===== src/rtl/sync_capture.sv =====
// sync_capture: sync-triggered burst capture of ADC samples into a
// small FIFO, drained by a valid/ready consumer.
module sync_capture #(
  parameter int DATA_W    = 14,
  parameter int BURST_LEN = 1024,
  parameter int DEPTH     = 16
) (
  input  logic              clk,
  input  logic              reset,
  input  logic              sync,
  input  logic [DATA_W-1:0] adc_data,
  input  logic              adc_valid,
  input  logic              clear,
  output logic [DATA_W-1:0] out_data,
  output logic              out_valid,
  input  logic              out_ready,
  output logic              busy,
  output logic              burst_done,
  output logic [7:0]        frame_count,
  output logic              overflow,
  output logic              resync_err
);

  localparam int AW = $clog2(DEPTH);
  localparam logic [AW:0] OCC_FULL = (AW+1)'(DEPTH);
  localparam logic [15:0] BL = 16'(BURST_LEN);

  typedef enum logic [1:0] {
    IDLE,
    CAPTURE,
    DRAIN
  } state_t;

  state_t            state_q, state_d;
  logic [15:0]       cnt_q, cnt_d;
  logic [AW-1:0]     wr_ptr_q, rd_ptr_q;
  logic [AW:0]       occ_q, occ_d;
  logic [DATA_W-1:0] mem_q [DEPTH];
  logic              done_q, done_d;
  logic [7:0]        frame_q;
  logic              ovf_q, rse_q;
  logic              wr_try, wr_en, rd_en, drop, rse_set;

  // Buffer write/read qualification; fullness is judged before the read.
  always_comb begin
    wr_try  = (state_q == CAPTURE) && adc_valid;
    wr_en   = wr_try && (occ_q != OCC_FULL);
    drop    = wr_try && (occ_q == OCC_FULL);
    rd_en   = (occ_q != '0) && out_ready;
    rse_set = sync && (state_q != IDLE);
    occ_d   = occ_q;
    if (wr_en && !rd_en) occ_d = occ_q + (AW+1)'(1);
    if (!wr_en && rd_en) occ_d = occ_q - (AW+1)'(1);
  end

  // Sequencer next state: burst counter and drain completion.
  always_comb begin
    state_d = state_q;
    cnt_d   = cnt_q;
    done_d  = 1'b0;
    unique case (state_q)
      IDLE: begin
        if (sync) begin
          state_d = CAPTURE;
          cnt_d   = '0;
        end
      end
      CAPTURE: begin
        if (adc_valid) begin
          cnt_d = cnt_q + 16'd1;
          if (cnt_q + 16'd1 == BL) state_d = DRAIN;
        end
      end
      DRAIN: begin
        if (occ_q == '0) begin
          state_d = IDLE;
          done_d  = 1'b1;
        end
      end
      default: state_d = IDLE;
    endcase
  end

  // Control state, pointers, counters and sticky flags.
  always_ff @(posedge clk or posedge reset) begin
    if (reset) begin
      state_q  <= IDLE;
      cnt_q    <= '0;
      wr_ptr_q <= '0;
      rd_ptr_q <= '0;
      occ_q    <= '0;
      done_q   <= 1'b0;
      frame_q  <= '0;
      ovf_q    <= 1'b0;
      rse_q    <= 1'b0;
    end else begin
      state_q <= state_d;
      cnt_q   <= cnt_d;
      occ_q   <= occ_d;
      done_q  <= done_d;
      if (wr_en) wr_ptr_q <= wr_ptr_q + AW'(1);
      if (rd_en) rd_ptr_q <= rd_ptr_q + AW'(1);
      if (done_d) frame_q <= frame_q + 8'd1;
      ovf_q <= drop | (ovf_q & ~clear);
      rse_q <= rse_set | (rse_q & ~clear);
    end
  end

  // Sample storage; contents are don't-care while occupancy is zero.
  always_ff @(posedge clk) begin
    if (wr_en) mem_q[wr_ptr_q] <= adc_data;
  end

  assign out_valid   = (occ_q != '0);
  assign out_data    = out_valid ? mem_q[rd_ptr_q] : '0;
  assign busy        = (state_q != IDLE);
  assign burst_done  = done_q;
  assign frame_count = frame_q;
  assign overflow    = ovf_q;
  assign resync_err  = rse_q;

endmodule


===== config.mk =====
export PLATFORM = sky130hd
export DESIGN_NAME = sync_capture
export DESIGN_NICKNAME = d
export VERILOG_FILES = /design/src/rtl/sync_capture.sv
export SDC_FILE = /design/constraint.sdc
export NUM_CORES = 1
export LEC_CHECK = 0
export BUFFER_PORTS_ARGS = -buffer_cell sky130_fd_sc_hd__buf_2
export CORE_MARGIN = 3
export CORE_UTILIZATION = 61
export CTS_CLUSTER_SIZE = 40
export DETAILED_ROUTE_END_ITERATION = 8
export MAX_ROUTING_LAYER = met4
export PLACE_DENSITY = 0.79
export SLEW_MARGIN = 20
export SYNTH_ARGS = -nofsm -noshare
export SYNTH_HDL_FRONTEND = slang
export SYNTH_SLANG_ARGS = --single-unit

===== constraint.sdc =====
create_clock -name clk -period 3.55 [get_ports clk]
set_clock_uncertainty 0.05 [all_clocks]
set_input_delay 0 -clock clk [delete_from_list [all_inputs] [get_ports clk]]
set_output_delay 0 -clock clk [all_outputs]
set_load 0.03 [all_outputs]

==> run_results.csv, run 1 <==
group,metric,value,unit
setup_path,cp-startpoint,"rd_ptr_q[1]",
yosys,synth_warnings,0,
power_and_ir_drop,p_per_area,771,nW/um^2
layout,utilization,0.724,
setup_path,path_class,"reg -> out",
timing,fin_crit_sh,0.820,
yosys,synthCells,594,
die,fp.coreArea,17400,sq um
timing,fin_tns_setup,0,ps
setup_path,max_stage_delay,770,ps
layout,design_area,12600,sq um
yosys,async_reset_ff_frac,0.158,
route,antenna_left,0,
timing,worst_pin_slew,1050,ps
clock_network,numCtsBuffers,27,
power_and_ir_drop,p_leak,4.37,nW
grt,grt_start_max_net_pins,37,
route,vias,5897,
place,placed_area,11600,sq um
place,dpl_worst_slack,714,ps
setup_path,critical_path_arrival,2860,ps
clock_network,path_clk_slew,60,ps
die,start_util,0.627,
yosys,avgSynthCellArea,18.4,sq um
route,drc,0,
route,wl,23.1,mm
die,die-area,19500,sq um
outcome,status,"completed",
setup_path,worstSetupEndpointType,"primary output",
timing,slew_violations,0,
timing,final_hold_viol_count,0,
route,via_per_inst,6.32,
setup_path,slowest_stage,"dfrtp_2",
setup_path,crit_path_frequent_cell,"mux4_2",
place,gp_congestion,0.832,
yosys,syn_nets,627,
setup_path,cp_max_fo,36,
clock_network,htreeDepth,1,
yosys,synth_edf_count,224,
yosys,synth-seq-cells,266,
timing,min_period,2910,ps
place,dp_hpwl,13.6,mm
grt,grt_pass1_wl,36.3,mm
layout,area_delta_synth_final,15.5,%
route,firstDrtPassIters,5,
die,die_w,140,microns
yosys,ys_seq_area_frac,0.712,
clock_network,clk_latency,530,ps
yosys,synth.distinct_cells,51,
die,pin_count,47,
run,maxCapViolCount,0,
clock_network,clock-sinks,266,
clock_network,ctsResizeCount,0,
layout,fin_cells,933,
layout,final_layout_size_suffix_gt1_frac,0.277,
timing,slew_headroom,0.301,
layout,nets,720,
power_and_ir_drop,peakVddDrop,0.548,mV
setup_path,required,3500,ps
grt,grt_usage,0.251,
layout,final_common_cell,"edfxtp_1",
place,numPlacedInstances,863,
clock_network,cts_root_buf,"clkbuf_16",
grt,grt-ovfl-total,0,
layout,diodes,0,
clock_network,cts_tree,"built",
min_path,hp-class,"in -> async",
layout,layout_common_cells,"edfxtp_1 (224), mux4_2 (70), buf_2 (46)",
timing,fmax,0.344,GHz
timing,setup_violations,0,
timing,grt_setup_unrepaired,"no",
die,die_h,140,microns
setup_path,r2r-start,"occ_q[0]",
setup_path,cp_cell_sequence,"buf_12, mux4_2, mux4_2, nor2b_1, buf_2",
timing,timing.final.ws_setup,639,ps
grt,grt_pass1_vias,6195,
die,rows,48,
route,wl_per_cell,24.8,microns
clock_network,clk_path_buf_depth,3,
setup_path,cp-start-kind,"register",
grt,antenna_found_initial,0,
route,first_iter_violations,479,
yosys,netlist_area,10900,sq um
place,io_buffers,46,
yosys,ys.flop_type,"edfxtp_1",
-- routing by layer --
layer / share of wire / global-route usage
met1: 0.39 / 0.339
met2: 0.52 / 0.410
met3: 0.072 / 0.0368
met4: 0.023 / 0.0678
met5: 0 / -
-- state kept, by name, summed over array words and instances (netlist names) --
register and flops:
overflow 1, occ_q 5, wr_ptr_q 4, rd_ptr_q 4, cnt_q 16, frame_count 8
burst_done 1, state_q 2, resync_err 1, mem_q 224
-- per-stage QoR --
step                      total power [mW]  hold WS, ps
after floorplan                       6.20         48.9
after global routing                  10.1          118
final                                 9.72         76.5
after detailed placement              7.04          219
after global placement                6.95          204
after CTS                             9.78          240
-- final timing paths --
| path | end | cells past startpoint | slack, ps |
|---|---|---|---|
| max | out_data[6] | 5 | 640 |
| min | frame_count[7] | 3 | 80 |
| max reg2reg | occ_q[4] | 12 | 700 |
| min reg2reg | frame_count[7] | 1 | 420 |
| max in group asynchronous | cnt_q[1] | 4 | 2660 |
| min in group clk | state_q[0] | 4 | 300 |
-- synthesized netlist by cell type (3+ instances only) --
library cell	number	area share
nor2b_1	16	0.0092
clkbuf_1	19	0.0065
nand2_1	25	0.0086
and4_1	3	0.0024
o21ai_0	29	0.013
nor3_1	7	0.0032
dfrtp_1	42	0.096
o31ai_1	3	0.0021
buf_2	6	0.0028
ha_1	12	0.014
edfxtp_1	224	0.62
buf_1	3	0.0010
and3_1	3	0.0017
xnor2_1	15	0.012
nand4_1	14	0.0080
a21oi_1	11	0.0050
nand3_1	6	0.0028
xor2_1	6	0.0048
nor2_1	27	0.0093
nand2b_1	3	0.0017
inv_1	13	0.0045
mux4_2	70	0.14
-- logic make-up after synthesis --
family / after synthesis / synth area share
compound gates: 60 / 0.0331
xor+xnor: 21 / 0.0168
fa+ha+maj: 13 / 0.0156
buf+inv: 44 / 0.0172
flops: 266 / 0.712
mux: 72 / 0.146
simple gates: 118 / 0.0583
-- layout make-up --
class,count,area (sq um)
well taps,225,282
flip-flops and latches,266,7780
repair buffers,95,686
clock inverters,14,131
fillers,1032,4800
clock buffers,36,709
inverters,13,48.8
multi-input cells,284,2970
-- critical path: cells and delay by family (launching register included) --
family,cells,cell delay (ps)
mux,2,830
flops,1,770
buf+inv,2,510
simple gates,1,170
-- what timing repair did --
| action | CTS | global route |
|---|---|---|
| buffers inserted | 0 | 0 |
| hold buffers | 20 | 0 |
| hold endpoints to repair | 259 | 0 |
-- power breakdown --
group | internal, mW | switching [mW]
clock | 1.56 | 1.14
sequential | 3.75 | 0.322
combinational | 1.38 | 1.57
No activity file was read; power rests on OpenSTA's default activity.
==> run 2: changes to the inputs <==
Settings changed: CORE_UTILIZATION 61 to 55, PLACE_DENSITY 0.79 to 0.75.
Clock period 3.55 ns to 2.5 ns, I/O delays scaled along.
==> run_results.csv, run 2 (synthesis results as in run 1) <==
group,metric,value,unit
route,firstDrtPassIters,5,
die,start_util,0.572,
power_and_ir_drop,p_leak,4.66,nW
run,maxCapViolCount,0,
timing,slew_headroom,0.507,
timing,final_hold_viol_count,0,
setup_path,cp-start-kind,"register",
outcome,status,"finished, violations left",
layout,multi_input_area,3130,sq um
grt,antenna_found_initial,0,
timing,setup_violations,15,
clock_network,numCtsBuffers,26,
layout,area_delta_synth_final,21.4,%
grt,grt_usage,0.233,
clock_network,clk_path_buf_depth,3,
clock_network,cts_root_buf,"clkbuf_16",
route,wl_per_cell,24.1,microns
route,via_per_inst,6.04,
layout,diodes,0,
power_and_ir_drop,p_per_area,1120,nW/um^2
power_and_ir_drop,peakVddDrop,0.888,mV
layout,fillCellCount,1196,
min_path,hp-class,"in -> async",
setup_path,critical_path_arrival,2630,ps
layout,design_area,13200,sq um
clock_network,htreeDepth,1,
die,die_h,147,microns
outcome,violations,"negative setup slack",
clock_network,cts_tree,"built",
route,drc,0,
layout,ff_latch_area,7780,sq um
place,gp_congestion,0.871,
die,rows,50,
timing,min_period,2680,ps
timing,fin_crit_sh,1.07,
layout,final_common_cell,"edfxtp_1",
route,first_iter_violations,520,
place,placed_area,11800,sq um
die,die-area,21600,sq um
die,die_w,147,microns
route,antenna_left,0,
grt,grt-ovfl-total,0,
die,pin_count,47,
grt,grt_pass1_vias,6307,
layout,regMostFlops,"mem_q",
place,dp_hpwl,14.6,mm
setup_path,path_class,"reg -> out",
clock_network,clock-sinks,266,
layout,utilization,0.694,
clock_network,clk_latency,520,ps
setup_path,worstSetupEndpointType,"primary output",
setup_path,required,2450,ps
timing,grt_setup_unrepaired,"yes",
timing,slew_violations,0,
timing,fmax,0.374,GHz
setup_path,cp_max_fo,7,
grt,grt_start_max_net_pins,43,
die,fp.coreArea,19100,sq um
route,vias,6055,
route,wl,24.1,mm
layout,layout_common_cells,"edfxtp_1 (224), mux4_2 (70), buf_4 (69)",
layout,largest_reg_flops,224,
layout,final_layout_size_suffix_gt1_frac,0.346,
place,io_buffers,46,
grt,grt_pass1_wl,37.3,mm
timing,timing.final.ws_setup,-175,ps
clock_network,path_clk_slew,60,ps
layout,nets,761,
timing,worst_pin_slew,737,ps
[run 2: cell types whose count changed in the layout (fill, tap and decap cells not counted), moves of 3 or more]
cell / delta
clkbuf_1: -4
a21oi_1: -3
buf_2: -14
a21oi_2: +3
buf_12: +4
nor2b_4: +6
nor2b_1: -7
buf_4: +43
ha_4: +3
buf_6: +5
ha_1: -3
[run 2: metal layers]
layer | track usage | vias to the layer above | wire, microns
met5 | - | - | 0
li1 | - | 2646 | -
met2 | 0.386 | 230 | 12800
met4 | 0.0550 | 0 | 480
met3 | 0.0345 | 39 | 1420
met1 | 0.312 | 3140 | 9450
[run 2: final timing paths]
check | startpoint | to | slack, ps | cells after the start
worst max register to register | occ_q[1] | occ_q[4] | -10 | 10
worst min register to register | frame_count[7] | frame_count[7] | 420 | 1
worst min-delay path | reset | frame_count[0] | 130 | 4
min in group clk | sync | state_q[0] | 300 | 4
worst max-delay path | rd_ptr_q[0] | out_data[6] | -180 | 6
max in group asynchronous | reset | rd_ptr_q[0] | 1850 | 4
[run 2: area by class of cell]
class	instances	area share
Clock inverter	9	0.00501
Timing Repair Buffer	137	0.0883
Tap cell	260	0.0246
Multi-Input combinational cell	284	0.236
Sequential cell	266	0.587
Clock buffer	34	0.0545
Inverter	13	0.00387
[run 2: critical path: stages, from the launching register on]
cell	delay (ps)
dfrtp_4	430
buf_12	170
buf_12	140
mux4_2	510
mux4_2	490
nor2b_1	170
buf_4	190
[run 2: power breakdown]
part           leakage [nW]  switching [mW]  internal [mW]
Clock                 0.383            1.54           2.11
Sequential             2.57           0.292           5.33
Combinational          1.71            2.71           2.84
Total                  4.66            4.54           10.3
[run 2: timing repair]
item / 4_1_cts / 5_1_grt
gates resized for setup: 43 / 24
buffers inserted: 8 / 8
hold endpoints to repair: 271 / 0
pin swaps: 6 / 13
hold buffers: 20 / 0
cloned: 1 / 1
endpoints found under the setup margin: 16 / 27
[run 2: metrics by stage]
stage	total power [mW]	setup WS [ps]	TNS, ps	hold slack (ps)	std cells
6_report	14.8	-175	-1910	130	1003
2_1_floorplan	8.83	-181	-220	48.9	594
3_3_place_gp	10.2	-46.1	-46.1	105	923
5_1_grt	15.4	-233	-3030	182	1003
3_5_place_dp	10.3	-161	-161	113	923
4_1_cts	14.5	-200	-2140	127	994
==> run 3: changes to the inputs <==
Settings changed: CORE_UTILIZATION 55 to 57, CTS_BUF_LIST set to sky130_fd_sc_hd__clkbuf_4 sky130_fd_sc_hd__clkbuf_8, PLACE_DENSITY 0.75 to 0.78.
==> run_results.csv, run 3 (synthesis results as in run 1) <==
group,metric,value,unit
clock_network,htreeDepth,2,
power_and_ir_drop,power_switching,4.66,mW
power_and_ir_drop,p_int,10.4,mW
die,die_w,144,microns
power_and_ir_drop,p_leak,4.76,nW
layout,largest_reg_flops,224,
min_path,hp-class,"in -> reg",
timing,min_period,2670,ps
grt,grt_pass1_wl,37.0,mm
setup_path,required,2450,ps
die,start_util,0.594,
clock_network,cts_root_buf,"clkbuf_8",
layout,multi_input_area,3130,sq um
route,first_iter_violations,568,
timing,grt_setup_unrepaired,"yes",
timing,fin_crit_sh,1.07,
route,via_per_inst,6.13,
timing,slew_headroom,0.459,
route,wl,23.9,mm
grt,antenna_found_initial,0,
clock_network,cts_tree,"built",
timing,worst_pin_slew,808,ps
grt,grt_pass1_vias,6405,
setup_path,cp_max_fo,7,
layout,final_common_cell,"edfxtp_1",
layout,area_delta_synth_final,21.7,%
grt,grt-ovfl-total,0,
timing,whs,33.2,ps
setup_path,max_stage_delay,520,ps
power_and_ir_drop,pwr-share-clk,0.247,
layout,diodes,0,
power_and_ir_drop,peakVddDrop,0.748,mV
setup_path,slowest_stage,"mux4_2",
setup_path,cp_cell_sequence,"buf_12, buf_16, mux4_2, mux4_2, nor2b_4, buf_6",
setup_path,critPathBufInv,3,
layout,final_layout_size_suffix_gt1_frac,0.387,
clock_network,clock-sinks,266,
clock_network,clk_latency,550,ps
timing,fmax,0.374,GHz
die,die-area,20800,sq um
layout,regMostFlops,"mem_q",
layout,ff_latch_area,7780,sq um
setup_path,path_class,"reg -> out",
place,dpl_worst_slack,-92.9,ps
setup_path,crit_path_frequent_cell,"mux4_2",
die,rows,49,
timing,slew_violations,0,
outcome,status,"finished, violations left",
power_and_ir_drop,p_sw_frac,0.309,
clock_network,path_clk_slew,60,ps
route,wl_per_cell,23.9,microns
setup_path,cpLargestDelayFamily,"multiplexers",
outcome,violations,"negative setup slack",
place,placed_area,11700,sq um
place,dp_hpwl,14.1,mm
clock_network,numCtsBuffers,42,
place,gp_congestion,0.915,
timing,final_hold_viol_count,0,
die,pin_count,47,
clock_network,clk_path_buf_depth,3,
die,die_h,144,microns
setup_path,cp-start-kind,"register",
setup_path,critical_path_arrival,2620,ps
route,antenna_left,0,
place,numPlacedInstances,883,
layout,nets,772,
route,drc,0,
die,fp.coreArea,18400,sq um
timing,setup_violations,15,
route,firstDrtPassIters,5,
setup_path,worstSetupEndpointType,"primary output",
run,maxCapViolCount,0,
layout,design_area,13300,sq um
grt,grt_usage,0.247,
grt,grt_start_max_net_pins,60,
power_and_ir_drop,power.share.sequential,0.372,
power_and_ir_drop,combPwrFrac,0.382,
layout,fillCellCount,1098,
power_and_ir_drop,p_per_area,1140,nW/um^2
timing,timing.final.ws_setup,-175,ps
place,io_buffers,46,
power_and_ir_drop,power,15.1,mW
layout,fin_cells,1002,
layout,layout_common_cells,"edfxtp_1 (224), mux4_2 (70), buf_4 (55)",
route,vias,6141,
[run 3: changes by cell type in the layout (fill, tap and decap cells not counted), sizes merged]
cell | before | now
clkbuf | 35 | 70
buf | 116 | 113
inv | 13 | 15
bufinv | 1 | 0
clkinv | 7 | 6
clkinvlp | 1 | 0
dlygate4sd3 | 20 | 19
[run 3: final timing paths]
kind                                start             end  slack (ps)  depth (start not counted)
max reg2reg                      occ_q[1]        occ_q[4]         -30                         10
min reg2reg                frame_count[7]  frame_count[7]         440                          1
min in group asynchronous           reset     wr_ptr_q[2]          60                          3
max                           rd_ptr_q[0]    out_data[12]        -170                          6
max in group asynchronous           reset        occ_q[2]        1650                          4
min                             out_ready     rd_ptr_q[0]          30                          4
[run 3: per-layer routing]
| layer | vias to the layer above | part of all wire | GRT usage |
|---|---|---|---|
| met5 | - | 0 | - |
| met4 | 0 | 0.026 | 0.0815 |
| met2 | 251 | 0.52 | 0.396 |
| li1 | 2674 | - | - |
| met3 | 51 | 0.068 | 0.0522 |
| met1 | 3165 | 0.39 | 0.323 |
[run 3: timing repair]
item	CTS	global route
pin swaps	5	7
resized for setup	46	28
hold endpoints to repair	253	0
buffers inserted	16	4
gates cloned	3	0
endpoints found under the setup margin	15	18
hold buffers	19	0
[run 3: power groups by stage]
stage	clock network (mW)	registers, mW	logic, mW
finish	3.72	5.61	5.76
global route	3.99	5.65	6.10
CTS	3.78	5.59	5.49
detailed placement	0	5.75	4.48
global placement	0	5.72	4.39
floorplan	0	5.56	3.26
[run 3: area by class of cell]
type	instances	area share
well taps	229	0.0216
multi-input cells	284	0.235
clock buffers	70	0.0621
clock inverters	8	0.00348
flip-flops and latches	266	0.586
repair buffers	132	0.0879
inverters	13	0.00367
[run 3: worst register-to-register path, stage by stage, from the launching register on]
cell and delay [ps]:
dfrtp_1 390, or4_4 560, nor2_4 130, nor2b_1 90
ha_4 200, buf_4 130, ha_1 300, o21ai_1 90
and3_1 180, nor3_2 180, xor2_1 150
[run 3: metrics by stage]
step / utilization / setup TNS [ps]
global placement: 0.637 / -9.90
finish: 0.723 / -2060
detailed placement: 0.637 / -92.9
floorplan: - / -220
global route: 0.723 / -3280
CTS: 0.717 / -2620
